`src/rtl/monster_slot_manager.sv`:
```
// Monster slot manager: buffers summon requests, allocates free slots,
// round-robin picks an occurring monster and counts goal arrivals.
module monster_slot_manager #(
  parameter int NUM_SLOTS = 16,
  parameter int TYPE_W    = 3,
  parameter int COORD_W   = 32,
  parameter int QDEPTH    = 4,
  parameter int CNT_W     = $clog2(NUM_SLOTS+1)
) (
  input  logic                         Clk,
  input  logic                         Reset,
  input  logic                         summon_valid,
  input  logic [TYPE_W-1:0]            summon_type,
  output logic                         summon_ready,
  input  logic [NUM_SLOTS-1:0]         used_array,
  input  logic [NUM_SLOTS*COORD_W-1:0] offx_array,
  input  logic [NUM_SLOTS*COORD_W-1:0] offy_array,
  input  logic [NUM_SLOTS*TYPE_W-1:0]  occur_array,
  input  logic [NUM_SLOTS-1:0]         achieve_array,
  output logic [NUM_SLOTS-1:0]         enable_array,
  output logic [NUM_SLOTS*TYPE_W-1:0]  summon_array,
  output logic [TYPE_W-1:0]            monster_occur,
  output logic [COORD_W-1:0]           offset_x,
  output logic [COORD_W-1:0]           offset_y,
  output logic [$clog2(NUM_SLOTS)-1:0] occur_slot,
  output logic [CNT_W-1:0]             achieve_monsters,
  output logic [$clog2(QDEPTH+1)-1:0]  queue_count
);

  localparam int SW  = $clog2(NUM_SLOTS);
  localparam int QW  = $clog2(QDEPTH);
  localparam int QCW = $clog2(QDEPTH+1);

  logic [TYPE_W-1:0]    r_mem [QDEPTH];
  logic [QW-1:0]        r_wp;
  logic [QW-1:0]        r_rp;
  logic [QCW-1:0]       r_cnt;
  logic [NUM_SLOTS-1:0] r_resv;
  logic [SW-1:0]        r_rr;

  logic                        w_push;
  logic                        w_pop;
  logic [NUM_SLOTS-1:0]        w_free;
  logic [SW-1:0]               w_alloc;
  logic [NUM_SLOTS-1:0]        w_oh;
  logic [NUM_SLOTS*TYPE_W-1:0] w_summon;
  logic [TYPE_W-1:0]           w_occ [NUM_SLOTS];
  logic                        w_found;
  logic [SW-1:0]               w_sel;
  logic [SW-1:0]               w_idx;
  logic [CNT_W-1:0]            w_ach;

  assign summon_ready = (r_cnt != QCW'(QDEPTH));
  assign queue_count  = r_cnt;
  assign w_push = summon_valid && summon_ready && (summon_type != '0);
  assign w_free = ~used_array & ~r_resv;
  assign w_pop  = (r_cnt != '0) && (|w_free);

  always_comb begin
    w_alloc = '0;
    for (int i = NUM_SLOTS-1; i >= 0; i--)
      if (w_free[i]) w_alloc = SW'(i);
    w_oh = '0;
    w_oh[w_alloc] = 1'b1;
    w_summon = '0;
    w_summon[int'(w_alloc)*TYPE_W +: TYPE_W] = r_mem[r_rp];
  end

  // Scan downward so the entry closest to r_rr wins last.
  always_comb begin
    for (int i = 0; i < NUM_SLOTS; i++)
      w_occ[i] = occur_array[i*TYPE_W +: TYPE_W];
    w_found = 1'b0;
    w_sel   = '0;
    w_idx   = '0;
    for (int k = NUM_SLOTS-1; k >= 0; k--) begin
      w_idx = SW'((int'(r_rr) + k) % NUM_SLOTS);
      if (w_occ[w_idx] != '0) begin
        w_found = 1'b1;
        w_sel   = w_idx;
      end
    end
  end

  always_comb begin
    w_ach = '0;
    for (int i = 0; i < NUM_SLOTS; i++)
      w_ach = w_ach + CNT_W'(achieve_array[i]);
  end

  always_ff @(posedge Clk) begin
    if (w_push) r_mem[r_wp] <= summon_type;
  end

  always_ff @(posedge Clk) begin
    if (!Reset) begin
      r_wp             <= '0;
      r_rp             <= '0;
      r_cnt            <= '0;
      r_resv           <= '0;
      r_rr             <= '0;
      enable_array     <= '0;
      summon_array     <= '0;
      monster_occur    <= '0;
      offset_x         <= '0;
      offset_y         <= '0;
      occur_slot       <= '0;
      achieve_monsters <= '0;
    end else begin
      if (w_push) r_wp <= r_wp + 1'b1;
      if (w_pop)  r_rp <= r_rp + 1'b1;
      r_cnt <= r_cnt + QCW'(w_push) - QCW'(w_pop);
      r_resv <= (r_resv & ~used_array) | (w_pop ? w_oh : '0);
      enable_array <= w_pop ? w_oh : '0;
      summon_array <= w_pop ? w_summon : '0;
      if (w_found) begin
        monster_occur <= w_occ[w_sel];
        offset_x      <= offx_array[int'(w_sel)*COORD_W +: COORD_W];
        offset_y      <= offy_array[int'(w_sel)*COORD_W +: COORD_W];
        occur_slot    <= w_sel;
        r_rr          <= SW'((int'(w_sel) + 1) % NUM_SLOTS);
      end else begin
        monster_occur <= '0;
      end
      achieve_monsters <= w_ach;
    end
  end

endmodule

```
`config.mk`:
```
export PLATFORM = sky130hd
export DESIGN_NAME = monster_slot_manager
export DESIGN_NICKNAME = d
export VERILOG_FILES = /design/src/rtl/monster_slot_manager.sv
export SDC_FILE = /design/constraint.sdc
export NUM_CORES = 1
export LEC_CHECK = 0
export ABC_AREA = 0
export CAP_MARGIN = 20
export CORE_AREA = 2 2 490 492
export DETAILED_ROUTE_END_ITERATION = 8
export DIE_AREA = 0 0 492 494
export DONT_BUFFER_PORTS = 1
export GPL_TIMING_DRIVEN = 0
export SLEW_MARGIN = 20
export SYNTH_ARGS = -nofsm -noshare
export SYNTH_HDL_FRONTEND = slang
export SYNTH_SLANG_ARGS = --single-unit
```
`constraint.sdc`:
```
create_clock -name Clk -period 7.2 [get_ports Clk]
set_clock_uncertainty 0.15 [all_clocks]
set_input_delay 1.08 -clock Clk [delete_from_list [all_inputs] [get_ports Clk]]
set_output_delay 1.08 -clock Clk [all_outputs]
set_load 0.01 [all_outputs]
```
======== After elaboration in Yosys (flattened, before gate mapping) ========
Memory sizes are Yosys's and may differ from the RTL's. A register that Yosys moved wholly into a read port is not among the register bits.
Cells that the tools add are included.
storage, ports and cells
  bits of input ports ..................... 1,110
  memories ................................ 1
  bits in writable memories ............... 12
  bits in registers ....................... 167
memory list
  name   depth  width  rd ports  clocked after Yosys merged registers in  wr ports  line  source
  r_mem  4      3      1         1                                        1         34    logic [TYPE_W-1:0] r_mem [QDEPTH];
cells by class
  shifts and indexed selects .............. 4
  add/sub/neg operators ................... 36
  multipliers ............................. 1
  reduce and logical (&&, ||, !) cells .... 25
  order comparisons ....................... 19
  muxes and demuxes ....................... 106
  bitwise gates (word level) .............. 23
  equality and inequality tests ........... 1
operators with widths
  cell                                                                     number
  512-bit by 10-bit variable part select with 32-bit output                2
  3-bit binary-select mux with 4-bit select                                17
  4-bit two-way mux                                                        32
  3-bit two-way mux                                                        34
  5-bit >= comparator, second input constant                               17
  4-bit NOT with 5-bit output                                              17
  5-bit by 1-bit adder with 5-bit output                                   11
  3-bit nonzero test                                                       18
  48-bit AND                                                               1
  3-bit by 33-bit variable shift with 48-bit output, first input constant  1
  3-bit by 33-bit variable part select with 48-bit output                  1
  6-bit negation with 33-bit output                                        1
  4-bit adder, second input constant                                       8
  16-bit AND                                                               2
  16-bit NOT                                                               2
  1-bit two-way mux                                                        19
  4-bit by 3-bit adder with 4-bit output, second input constant            4
  16-bit two-way mux                                                       1
  16-bit OR                                                                1
  16-bit OR reduction                                                      1
  4-bit by 1-bit adder with 4-bit output, second input constant            2
  4-bit by 2-bit adder with 4-bit output, second input constant            2
  4-bit by 2-bit multiplier with 6-bit output, second input constant       1
  4-bit by 1-bit adder with 5-bit output                                   1
  13 further kinds                                                         19

======== Depth between registers and ports, before layout ========
  depth after elaboration ................. 26
  gate-level depth with buffers ........... 25

======== Least setup slack after synthesis ========
No wires, ideal clock.
  kind .................................... register to register
  from .................................... register r_rr[1]
  to ...................................... register r_rr[2]
  buffers on the path ..................... 8
  slack ................................... 2,137 ps
  period minus slack after synthesis ...... 5,063 ps
  arrival time ............................ 4,827 ps
  setup time .............................. 86 ps
  stages on the path, launching flop included .. 22
  cells stage by stage .................... dfxtp_1 buf_2 inv_2 buf_2 ha_1 buf_2 inv_1 mux4_2 and3_1 or4_1 buf_2 or2_0 a2111o_1 a21oi_4 buf_6 buf_6 buf_4 buf_2 ha_1 xnor2_1 nor2_1 a211oi_1
on the way
  word-level cells in the longest chain between the ends .. 23
  elaborated cells between the ends (all ways) .. 128
  classes of those cells .................. add/sub: 16; mux: 80; bitwise: 16; reduce/logical: 16
RTL lines
  what                                                   line  source
  start, declared                                        39    logic [SW-1:0] r_rr;
  start signal, assigned                                 121   r_rr <= SW'((int'(w_sel) + 1) % NUM_SLOTS);
  4-bit adder                                            77    w_idx = SW'((int'(r_rr) + k) % NUM_SLOTS);
  4-bit NOT with 5-bit output (implied by the code)      78    if (w_occ[w_idx] != '0) begin
  3-bit binary-select mux with 4-bit select              78
  3-bit two-way mux (implied by the code) (2 in series)  78
  3-bit nonzero test                                     78
  4-bit two-way mux (15 in series)                       78
  4-bit two-way mux (*)                                  78
  via w_sel[1]                                           49    logic [SW-1:0] w_sel;
  4-bit by 1-bit adder with 4-bit output (*)             121
The timed path passes the listed nets; every way through them passes the cells marked *. The select of a mux whose other input is x is not followed.
A chain may end at the register's enable or synchronous reset.

======== Worst setup path after layout ========
  from .................................... register r_rr[2]
  to ...................................... register offset_x[10]
on the way
  word-level cells in the longest chain between the ends .. 23
  elaborated cells between the ends (all ways) .. 128
  classes of those cells .................. add/sub: 15; shift: 1; mux: 80; bitwise: 16; reduce/logical: 16
RTL lines
  what                                                       line  source
  4-bit adder                                                77
  4-bit NOT with 5-bit output (implied by the code)          78
  3-bit binary-select mux with 4-bit select                  78
  3-bit two-way mux (implied by the code) (2 in series)      78
  3-bit nonzero test                                         78
  4-bit two-way mux (16 in series)                           78
  512-bit by 10-bit variable part select with 32-bit output  118   offset_x <= offx_array[int'(w_sel)*COORD_W +: COORD_W];
  end signal, assigned                                       118
  end, declared                                              23    output logic [COORD_W-1:0] offset_x,
Parallel ways exist; a longest one is shown, timed or not. The select of a mux whose other input is x is not followed.

==> PnR_summary.wiki <==
{| class="wikitable"
! Metric !! Value
|-
| Critical path fanouts, max || 10
|-
| Data required time of the worst path || 7550 ps
|-
| Category of the worst setup path launch point || flop
|-
| Starting density of the core || 0.0808
|-
| Area growth from synthesis to layout || 30.9%
|-
| Cells after DPL || 5593
|-
| CTS sink count || 181
|-
| Static Leak || 7.61 nW
|-
| Clock input transition at the sequential cells of the worst setup and hold paths || 110 ps
|-
| Setup repair after global routing missed its margin || true
|-
| Headroom to the max-slew limit || 0.288
|-
| Pin count of the biggest net entering global routing || 22
|-
| Worst VDD drop || 0.000435 V
|-
| Total I/O pin count || 1254
|-
| Horizontal die dimension || 492 um
|-
| Slowest stage cell, crit path || ha_1
|-
| Global-route track usage on met3 || 0.0789
|-
| Min setup slack post-route || 67.3 ps
|-
| Period utilisation layout || 0.991
|-
| IO buf count || 0
|-
| Setup TNS || 0 ps
|-
| Register-to-Register Setup Slack || 70 ps
|-
| Routed Antenna Nets || 0
|-
| Latest clock arrival within the worst-skew pair || 550 ps
|-
| Post-route insts no fill || 5816
|-
| GRT overflow || 0
|-
| Setup violations, final || 0
|-
| Time the final worst path needs with I/O delays and setup || 7130 ps
|-
| Yosys top cell area share || 0.176
|-
| First-pass GRT wire length || 321 mm
|-
| Proportion of synthesized chip area in sequential cells || 0.195
|-
| Most congested layer reported by global routing || met2
|-
| Slowest Stage Delay on Critical Path || 740 ps
|-
| Power Density || 704 mW/mm^2
|-
| Maximum level of the CTS H-tree || 4
|-
| Num rows || 179
|-
| Synth top area cells || dfxtp_1 (18%), mux2i_1 (9.4%), mux2_2 (7.7%), a211oi_1 (6.8%), nand2_1 (4.9%)
|-
| Final Hold Fails || 0
|-
| Worst r2r path cells || 19
|-
| Layout cells sized above 1 || 0.189
|-
| Final wirelength || 272 mm
|-
| Most used standard cell by instance count after synthesis || nand2_1
|-
| Final Power || 17.7 mW
|-
| Mapped Nets || 3546
|-
| Cell variety after synth || 85
|-
| Number of flops mapped to enable cells by yosys || 12
|-
| Initial antenna violation count || 243
|-
| Gate Count Post-Synth || 2402
|-
| Most common flop cell mapped by yosys || dfxtp_1
|-
| Outcome || completed
|-
| Clock buffers created by TritonCTS || 17
|-
| Type of the setup path with the least slack || flop to flop
|-
| Avg Vias per Cell || 4.28
|-
| Worst Hold Launch || r_resv[10]
|-
| Max Clk Rate || 140 MHz
|-
| Met2 global-route usage || 0.364
|-
| Worst-path cell chain || buf_2 > clkinv_1 > ha_1 > buf_2 > buf_2 > a211oi_1 > nor3_1 > nand3_1 > a22o_1 > nor4_1 > o31ai_2 > o21ai_2 > clkbuf_2 > clkbuf_1 > nand2_1 > a32oi_1 > o211ai_1 > buf_8 > nand3_1
|-
| Worst R2R Start || r_rr[2]
|-
| Core area || 0.237 sq mm
|-
| Yosys warning count || 0
|-
| Most frequent cell on the critical path || buf_2
|-
| Root Buffer Master || clkbuf_16
|-
| Die ar. || 0.243 sq mm
|-
| Arrival time reported for the critical path endpoint || 7480 ps
|-
| Hold-fix buffers, CTS || 0
|-
| Mean post-synth cell area || 7.99 sq um
|-
| Final nets || 3588
|-
| Cell area after synthesis || 0.0192 sq mm
|-
| Max-slew violation count || 0
|-
| Post-synthesis register bit count || 181
|-
| Met1 usage || 0.207
|-
| DR DRC count || 0
|-
| Die span in y || 494 um
|-
| Slew @ Worst Pin || 1060 ps
|-
| Global placer's final weighted congestion || 1.26
|-
| Max_cap viols || 0
|-
| Hold/Removal Path Class || flop to flop
|-
| Cell depth of the worst hold path || 2
|-
| TritonCTS clock tree || done
|-
| Combined global-route utilization of all metal layers || 0.214
|-
| Final design area excluding fillers || 0.0251 sq mm
|-
| Clock Tree Buf Depth || 2
|-
| Dpl ws || -1700 ps
|-
| Half-perimeter wire length of the detailed placement result || 231 mm
|-
| Number of global-route vias before repair || 23.7k
|-
| Hold Path End || r_resv[10]
|-
| Top post-synthesis cells by count || nand2_1 (249), mux2i_1 (181), a21oi_1 (179), nor3_1 (179), a211oi_1 (174)
|-
| Fillers || 27.7k
|-
| Cell taking the most area after synthesis || dfxtp_1
|-
| Placement-stage cell area || 0.0236 sq mm
|-
| Fraction of registers with async set or reset after synthesis || 0
|-
| Iteration-0 DRC Markers || 3226
|-
| Vias || 24.9k
|-
| Kind of end point of the critical path || flop
|-
| First-pass iteration count of the detailed router || 6
|-
| WL per Instance || 46.8 um
|-
| Reg-to-Reg End || offset_x[10]
|}
[metrics by stage]
| stage | utilization | hold slack (ps) |
|---|---|---|
| 6_report | 0.106 | 306 |
| 3_3_place_gp | 0.0975 | 289 |
| 2_1_floorplan | - | 277 |
| 3_5_place_dp | 0.0993 | 296 |
| 5_1_grt | 0.105 | 333 |
| 4_1_cts | 0.103 | 308 |
[worst max path at each step]
| stage | start | end | slack [ps] | depth (start not counted) |
|---|---|---|---|---|
| finish | r_rr[2] | offset_x[10] | 70 | 19 |
| floorplan | r_rr[1] | r_rr[2] | 2140 | 21 |
| global route | r_rr[1] | offset_x[30] | -30 | 24 |
| global placement | r_rr[1] | offset_x[17] | -2910 | 22 |
| detailed placement | r_rr[1] | offset_x[30] | -1700 | 25 |
| CTS | r_rr[0] | offset_y[16] | -40 | 21 |
[logic make-up (layout without fill, tap and decap cells)]
kind of cell,count (synthesis),in the layout,share of synthesized area
other,0,192,0
multiplexers,360,360,0.224
flip-flops,181,181,0.195
AO/OA/AOI/OAI,793,793,0.291
AND/OR/NAND/NOR,745,745,0.183
buffers and inverters,267,322,0.0707
adder cells (fa/ha/maj),34,34,0.0265
XOR/XNOR,22,22,0.0100
[state kept, by name, summed over array words and instances, names as in the netlist, named ones only]
signal,cells
achieve_monsters,5
enable_array,16
monster_occur,3
occur_slot,4
offset_x,32
offset_y,32
queue_count,3
r_mem,12
r_resv,16
r_rp,2
r_rr,4
r_wp,2
summon_array,48
[per-layer routing]
metal | wire [um] | vias to the layer above | share of wire
met5 | 489 | - | 0.0018
met4 | 26700 | 68 | 0.098
met3 | 26100 | 853 | 0.096
met2 | 129000 | 2364 | 0.47
met1 | 89800 | 12000 | 0.33
li1 | - | 9598 | -
[layout make-up]
class / count / area [sq um] / share of cell area
Tap cell: 3167 / 3960 / 0.158
Sequential cell: 181 / 3740 / 0.149
Inverter: 42 / 160 / 0.00638
Clock buffer: 17 / 425 / 0.0169
Antenna cell: 192 / 480 / 0.0191
Buffer: 223 / 1510 / 0.0600
Clock inverter: 15 / 225 / 0.00897
Timing Repair Buffer: 25 / 352 / 0.0140
Multi-Input combinational cell: 1954 / 14300 / 0.568
[critical path, delay by kind of cell (launching register included)]
kind | cells | cell delay (ps)
simple gates | 5 | 1350
buf+inv | 7 | 2650
flops | 1 | 370
fa+ha+maj | 1 | 740
compound gates | 6 | 1790
[placed cells by master (no fill, tap or decap), types with 40 or more instances in the layout]
master    count
buf_2        83
diode_2     192
mux4_2       41
a21oi_1     178
o22ai_1      77
buf_4        45
mux2i_1     179
o211ai_1     43
nor3_1      177
dfxtp_1     169
a211oi_1    166
nor2_1      109
o221ai_1     40
nand3_1      54
nand2_1     248
a211o_1      44
mux2_2      131
nor2b_1      45
[where the power goes]
group	switching, mW	internal, mW	total [mW]
Clock	0.693	0.515	1.21
Combinational	10.7	4.11	14.8
Sequential	0.435	1.27	1.70
Total	11.8	5.89	17.7
[repair_timing]
action,in CTS,in global routing
pin swaps,5,3
resized for setup,96,37
setup endpoints to repair,73,43
setup buffers,1,0
No activity file was read; power rests on OpenSTA's default activity.
